<file path="src/rtl/mem_pkg.sv">
// Shared definitions for the RV32I memory-access stage: funct3 access codes,
// the MEM FSM state type and the misalignment predicate.
package mem_pkg;

   localparam logic [2:0] F3_B  = 3'b000;
   localparam logic [2:0] F3_H  = 3'b001;
   localparam logic [2:0] F3_W  = 3'b010;
   localparam logic [2:0] F3_BU = 3'b100;
   localparam logic [2:0] F3_HU = 3'b101;

   typedef enum logic [1:0] {
      IDLE        = 2'd0,
      WAIT_GNT    = 2'd1,
      WAIT_RVALID = 2'd2
   } mem_state_t;

   // funct3[1:0] encodes access size; the unused size code behaves as a word.
   function automatic logic is_misaligned(input logic [2:0] funct3, input logic [1:0] off);
      logic mis;
      unique case (funct3[1:0])
         2'b00:   mis = 1'b0;
         2'b01:   mis = off[0];
         default: mis = (off != 2'b00);
      endcase
      return mis;
   endfunction

endpackage

</file>
<file path="src/rtl/mem_stage_lsu_align.sv">
// Byte-lane steering for stores and byte/half selection plus sign/zero
// extension for loads. Purely combinational.
module lsu_align
   import mem_pkg::*;
(
   input  logic [2:0]  funct3_i,
   input  logic [1:0]  off_i,
   input  logic [31:0] store_data_i,
   input  logic [31:0] rdata_i,
   output logic [3:0]  be_o,
   output logic [31:0] wdata_o,
   output logic [31:0] load_ext_o
);

   logic [7:0]  ld_byte;
   logic [15:0] ld_half;

   // NOTE: every output of a combinational block gets a default first so no path leaves it unassigned and infers a latch.
   always_comb begin
      be_o    = 4'b1111;
      wdata_o = store_data_i;
      unique case (funct3_i[1:0])
         2'b00: begin
            be_o    = 4'b0001 << off_i;
            wdata_o = {4{store_data_i[7:0]}};
         end
         2'b01: begin
            be_o    = 4'b0011 << {off_i[1], 1'b0};
            wdata_o = {2{store_data_i[15:0]}};
         end
         default: ;
      endcase
   end

   always_comb begin
      ld_byte = rdata_i[7:0];
      unique case (off_i)
         2'd0: ld_byte = rdata_i[7:0];
         2'd1: ld_byte = rdata_i[15:8];
         2'd2: ld_byte = rdata_i[23:16];
         2'd3: ld_byte = rdata_i[31:24];
      endcase
      ld_half = off_i[1] ? rdata_i[31:16] : rdata_i[15:0];

      unique case (funct3_i)
         F3_B:    load_ext_o = {{24{ld_byte[7]}}, ld_byte};
         F3_BU:   load_ext_o = {24'h0, ld_byte};
         F3_H:    load_ext_o = {{16{ld_half[15]}}, ld_half};
         F3_HU:   load_ext_o = {16'h0, ld_half};
         default: load_ext_o = rdata_i;
      endcase
   end

endmodule

</file>
<file path="src/rtl/mem_stage.sv">
// MEM stage of the 5-stage RV32I pipeline: data-memory handshake FSM, stall
// generation and the MEM/WB register. Optional trap on misaligned access: MISALIGN_TRAP_EN.
module mem_stage
   import mem_pkg::*;
#(
   parameter int ADDR_W     = 32,
   parameter int REG_ADDR_W = 5
) (
   input  logic                  clk,
   input  logic                  rst_n,
   input  logic                  ex_valid,
   input  logic [ADDR_W-1:0]     ex_alu_result,
   input  logic [31:0]           ex_store_data,
   input  logic [2:0]            ex_funct3,
   input  logic                  ex_MemRead,
   input  logic                  ex_MemWrite,
   input  logic                  ex_MemtoReg,
   input  logic                  ex_RegWrite,
   input  logic [REG_ADDR_W-1:0] ex_rd,
   output logic                  mem_stall,
   output logic                  dmem_req,
   output logic                  dmem_we,
   output logic [ADDR_W-1:0]     dmem_addr,
   output logic [3:0]            dmem_be,
   output logic [31:0]           dmem_wdata,
   input  logic                  dmem_gnt,
   input  logic                  dmem_rvalid,
   input  logic [31:0]           dmem_rdata,
   output logic                  wb_valid,
   output logic [31:0]           wb_alu_result,
   output logic [31:0]           wb_mem_read_data,
   output logic                  wb_MemtoReg,
   output logic                  wb_RegWrite,
   output logic [REG_ADDR_W-1:0] wb_rd
`ifdef MISALIGN_TRAP_EN
  ,output logic                  misalign_exc,
   output logic [ADDR_W-1:0]     misalign_addr
`endif
);

   mem_state_t            state_q, state_d;
   logic                  wb_valid_q, wb_valid_d;
   logic [31:0]           wb_alu_q, wb_alu_d;
   logic [31:0]           wb_rdata_q, wb_rdata_d;
   logic                  wb_m2r_q, wb_m2r_d;
   logic                  wb_rw_q, wb_rw_d;
   logic [REG_ADDR_W-1:0] wb_rd_q, wb_rd_d;

   logic [1:0]  off;
   logic        misaligned;
   logic        mem_go;
   logic        is_load;
   logic        retire;
   logic        req_raw;
   logic [31:0] load_ext;

   assign off     = ex_alu_result[1:0];
   assign is_load = ex_MemRead;

`ifdef MISALIGN_TRAP_EN
   assign misaligned = ex_valid & (ex_MemRead | ex_MemWrite) & is_misaligned(ex_funct3, off);
`else
   assign misaligned = 1'b0;
`endif

   // A misaligned access never touches memory; it retires like an ALU op.
   assign mem_go = ex_valid & (ex_MemRead | ex_MemWrite) & ~misaligned;

   lsu_align u_lsu_align (
      .funct3_i     (ex_funct3),
      .off_i        (off),
      .store_data_i (ex_store_data),
      .rdata_i      (dmem_rdata),
      .be_o         (dmem_be),
      .wdata_o      (dmem_wdata),
      .load_ext_o   (load_ext)
   );

   assign dmem_we   = ex_MemWrite;
   assign dmem_addr = {ex_alu_result[ADDR_W-1:2], 2'b00};
   assign dmem_req  = req_raw & rst_n;

   always_comb begin
      state_d   = state_q;
      mem_stall = 1'b0;
      retire    = 1'b0;
      req_raw   = 1'b0;
      unique case (state_q)
         IDLE: begin
            if (!mem_go) begin
               retire = 1'b1;
            end else begin
               req_raw = 1'b1;
               if (!dmem_gnt) begin
                  state_d   = WAIT_GNT;
                  mem_stall = 1'b1;
               end else if (is_load) begin
                  state_d   = WAIT_RVALID;
                  mem_stall = 1'b1;
               end else begin
                  retire = 1'b1;
               end
            end
         end
         WAIT_GNT: begin
            req_raw = 1'b1;
            if (!dmem_gnt) begin
               mem_stall = 1'b1;
            end else if (is_load) begin
               state_d   = WAIT_RVALID;
               mem_stall = 1'b1;
            end else begin
               state_d = IDLE;
               retire  = 1'b1;
            end
         end
         WAIT_RVALID: begin
            if (dmem_rvalid) begin
               state_d = IDLE;
               retire  = 1'b1;
            end else begin
               mem_stall = 1'b1;
            end
         end
         default: state_d = IDLE;
      endcase
   end

   // Stall cycles insert a bubble; payload fields simply hold.
   always_comb begin
      wb_valid_d = 1'b0;
      wb_rw_d    = 1'b0;
      wb_alu_d   = wb_alu_q;
      wb_rdata_d = wb_rdata_q;
      wb_m2r_d   = wb_m2r_q;
      wb_rd_d    = wb_rd_q;
      if (retire) begin
         wb_valid_d = ex_valid;
         wb_rw_d    = ex_valid & ex_RegWrite & ~misaligned;
         wb_alu_d   = 32'(ex_alu_result);
         wb_rdata_d = (ex_valid & ex_MemRead & ~misaligned) ? load_ext : 32'h0;
         wb_m2r_d   = ex_MemtoReg;
         wb_rd_d    = ex_rd;
      end
   end

   // NOTE: sequential state uses non-blocking assignments so every register samples pre-edge values.
   always_ff @(posedge clk) begin
      if (!rst_n) begin
         state_q    <= IDLE;
         wb_valid_q <= 1'b0;
         wb_alu_q   <= '0;
         wb_rdata_q <= '0;
         wb_m2r_q   <= 1'b0;
         wb_rw_q    <= 1'b0;
         wb_rd_q    <= '0;
      end else begin
         state_q    <= state_d;
         wb_valid_q <= wb_valid_d;
         wb_alu_q   <= wb_alu_d;
         wb_rdata_q <= wb_rdata_d;
         wb_m2r_q   <= wb_m2r_d;
         wb_rw_q    <= wb_rw_d;
         wb_rd_q    <= wb_rd_d;
      end
   end

   assign wb_valid         = wb_valid_q;
   assign wb_alu_result    = wb_alu_q;
   assign wb_mem_read_data = wb_rdata_q;
   assign wb_MemtoReg      = wb_m2r_q;
   assign wb_RegWrite      = wb_rw_q;
   assign wb_rd            = wb_rd_q;

`ifdef MISALIGN_TRAP_EN
   logic              exc_q;
   logic [ADDR_W-1:0] exc_addr_q;

   always_ff @(posedge clk) begin
      if (!rst_n) begin
         exc_q      <= 1'b0;
         exc_addr_q <= '0;
      end else begin
         exc_q <= retire & misaligned;
         if (retire && misaligned) exc_addr_q <= ex_alu_result;
      end
   end

   assign misalign_exc  = exc_q;
   assign misalign_addr = exc_addr_q;
`endif

endmodule
</file>
<file path="config.mk">
export PLATFORM = sky130hd
export DESIGN_NAME = mem_stage
export DESIGN_NICKNAME = d
export VERILOG_FILES = /design/src/rtl/mem_pkg.sv /design/src/rtl/mem_stage_lsu_align.sv /design/src/rtl/mem_stage.sv
export SDC_FILE = /design/constraint.sdc
export NUM_CORES = 1
export LEC_CHECK = 0
export BUFFER_PORTS_ARGS = -buffer_cell sky130_fd_sc_hd__buf_2
export CORE_MARGIN = 2
export CORE_UTILIZATION = 45
export DETAILED_ROUTE_END_ITERATION = 16
export PLACE_DENSITY_LB_ADDON = 0.1
export SYNTH_ARGS = -nofsm -noshare
export SYNTH_HDL_FRONTEND = slang
export SYNTH_HIERARCHICAL = 1
export SYNTH_SLANG_ARGS = --single-unit
</file>
<file path="constraint.sdc">
create_clock -name clk -period 1.7 [get_ports clk]
set_input_delay 0.34 -clock clk [delete_from_list [all_inputs] [get_ports clk]]
set_output_delay 0.34 -clock clk [all_outputs]
set_load 0.03 [all_outputs]
</file>
==> results.md <==
- Status: completed
- Setup-failing EPs final: 0
- Syn Std Cell Area: 4560 µm²
- Slew Viols, Final: 0
- Internal power: 3110 µW
- RSZ-0062 raised after global routing: yes
- Min cycle time layout: 1660 ps
- Overall routing resource usage: 0.228
- Switching pwr: 1730 µW
- Critical Path Source: state_q[0]
- Row Count: 36
- Core Region: 9820 µm²
- Die X: around 100 µm
- Flop pwr share: 0.392
- Crit. End Element: primary output
- Synth warnings: 6
- Clock Skews: 15.9 ps
- Max Cap Viol: 0
- Number of global-route vias before repair: between 4000 and 5000
- Initial DRC Count: around 260
- Worst hold path type: in -> reg
- Htree depth: 3
- Largest net degree at the start of global routing: 94
- Mapped Cells: approximately 550
- Maximum vdd drop: 0.000549 V
- Post-synth cell types: 43
- Die H: ~100 µm
- Die area: 10900 µm²
- Hold endpoint: state_q[0]
- RR Endpoint: wb_alu_result[25]
- Post-synth top cells: nand2_1, mux2i_1, dfxtp_1
- Setup WS pre-CTS: 3.89 ps
- Post-DP Area: 5620 µm²
- CTS Buf Count: 9
- Setup CP Type: reg -> out
- Post-route setup TNS: 0 ps
- GPL Wtd Cong: 0.886
- Syn_area_per_cell: 8.32 µm²
- Leakage dissipation: 0.00296 µW
- Worst setup SP type: register
- Sw Ratio: 0.358
- Post-route ant nets: 0
- Initial Util: 0.464
- Power share of the clock group: 0.284
- Synth-to-Final Area Change: 29.1%
- Top_reg_cell synth: dfxtp_1
- Area of the multi-input gates: between 2000 and 2500 µm²
- Count leader, synth: nand2_1
- Via count: approximately 4400
- Final period util: 0.974
- Synth top area share: 0.325
- Setup ws final: 43.8 ps
- Highest Clock Rate: slightly above 0.6 GHz
- Comb pwr share: 0.325
- Congestion Overflow GR: 0
- Final Cell Area: 5880 µm²
- Post-synth top area cell: dfxtp_1
- Power per cell area: 824 nW/µm²
- DP Wirelength: around 9.7 mm
- Req. time, crit path: between 1000 and 1500 ps
- Layout cell share with drive strength beyond 1: 0.415
- Top-Level Pins: 256
- HP Start: dmem_gnt
- Antenna Cells: 0
- Max clock buf depth: 2
- Yosys reg bits: 74
- CTS tree: done
- Fillers: between 900 and 1000
- Clock Sinks: 74
- Number of flops mapped to enable cells by yosys: 0
- Uppermost routed layer: met4
- Worst r2r path cells: 6
- Largest cells by area after synthesis: dfxtp_1, mux2i_1, nand2_1
- Metal-1 WL: 5.28 mm
- Global-route wire length before repair: around 21 mm
- Met2 Routed Length: 6.25 mm
- DR WL met3: about 990 µm
- Storage cell area: 1480 µm²
- Clock insertion delay at the later pin of the skew report: 350 ps
- Initial antenna violation count: 0
- DRT Wirelength: 12.8 mm
- Hold Violations, Final: 0
- Via density: 4.98
- Number of nets in the layout: about 860
- Root Driver: clkbuf_8
- Routed len/inst: about 14 µm
- Reg2reg setup slack: roughly 240 ps
- Seq/Total Area, Yosys: 0.325
- Crit path max fanout: 4
- Port Buffer Count: 253
- Worst hold stages: 2
- CTS clock-pin slew for the worst setup and hold paths: 90 ps
- First-pass DRT Iterations: 4
- Critical Path AT: 1320 ps
- Ys async rst share: 0
- Post-route DRC: 0
- Reg-to-Reg Start: state_q[1]
-- worst max-delay path by stage --
stage | slack [ps] | endpoint
6_report | 40 | mem_stall
5_1_grt | -10 | mem_stall
4_1_cts | 2 | dmem_be[0]
3_5_place_dp | 4 | dmem_be[0]
3_3_place_gp | 20 | dmem_be[0]
2_1_floorplan | -1 | dmem_wdata[25]
-- worst max-delay path, cell delays in order, from the launching register on --
cell	delay (ps)
dfxtp_2	360
or3_4	390
o31ai_4	70
buf_6	160
-- state kept, by name (all words and copies together) (netlist names) --
register / flops
wb_valid: 1
wb_alu_result: 32
wb_mem_read_data: 32
wb_MemtoReg: 1
state_q: 2
wb_rd: 5
wb_RegWrite: 1
-- cells by family (layout without fill, tap and decap cells) --
logic type / count (synthesis) / count (layout) / synth area share
flops: 74 / 74 / 0.325
buf+inv: 89 / 294 / 0.143
mux: 97 / 97 / 0.218
other cells: 1 / 2 / 0.000823
compound gates: 61 / 61 / 0.105
simple gates: 226 / 226 / 0.208
-- cell type report --
class,instances,share of cell area
Clock buffer,10,0.0217
Multi-Input combinational cell,386,0.418
Inverter,4,0.00255
Clock inverter,6,0.0113
Timing Repair Buffer,274,0.266
Sequential cell,74,0.252
Tap cell,133,0.0283
-- routing by layer --
layer | global-route usage | vias up
met5 | 0 | -
met4 | 0.0790 | 0
met3 | 0.0555 | 16
met2 | 0.402 | 182
met1 | 0.270 | 2014
li1 | - | 2201
-- power groups by stage --
stage	Clock, µW	Sequential, µW	Combinational, µW
floorplan	0	2150	952
global placement	0	1930	1540
detailed placement	0	1940	1560
CTS	1420	1900	1570
global route	1500	1910	1690
finish	1370	1900	1570
-- layout by cell type, fill, tap and decap left out, types with 2 or more instances in the layout --
cell type and instances:
a221o_1 7, o21ai_1 7, dfxtp_1 72, clkbuf_8 9, inv_1 3, or2_2 2, o21bai_1 3, buf_2 251
mux2_2 9, a22oi_1 7, o22ai_1 17, o21ai_0 2, nor2_1 12, dfxtp_2 2, mux2_4 2, nor2b_1 22
clkinvlp_4 3, nand2_1 181, mux2i_1 86, buf_12 9, o221ai_1 7, conb_1 2, buf_4 12
-- timing repair --
action                     4_1_cts  5_1_grt
resized for setup                5        3
gates cloned                     0        1
pin swaps                        1        0
setup endpoints to repair        1        8
hold buffers                     0        0
buffers inserted                 1        0
-- stage by stage --
stage | power [µW] | utilization | hold WS, ps | cells
global placement | 3470 | 0.573 | 441 | 869
CTS | 4880 | 0.595 | 147 | 886
floorplan | 3100 | - | 412 | 549
detailed placement | 3500 | 0.573 | 451 | 869
finish | 4850 | 0.599 | 167 | 887
global route | 5100 | 0.599 | 148 | 887
No activity file was read; power rests on OpenSTA's default activity.
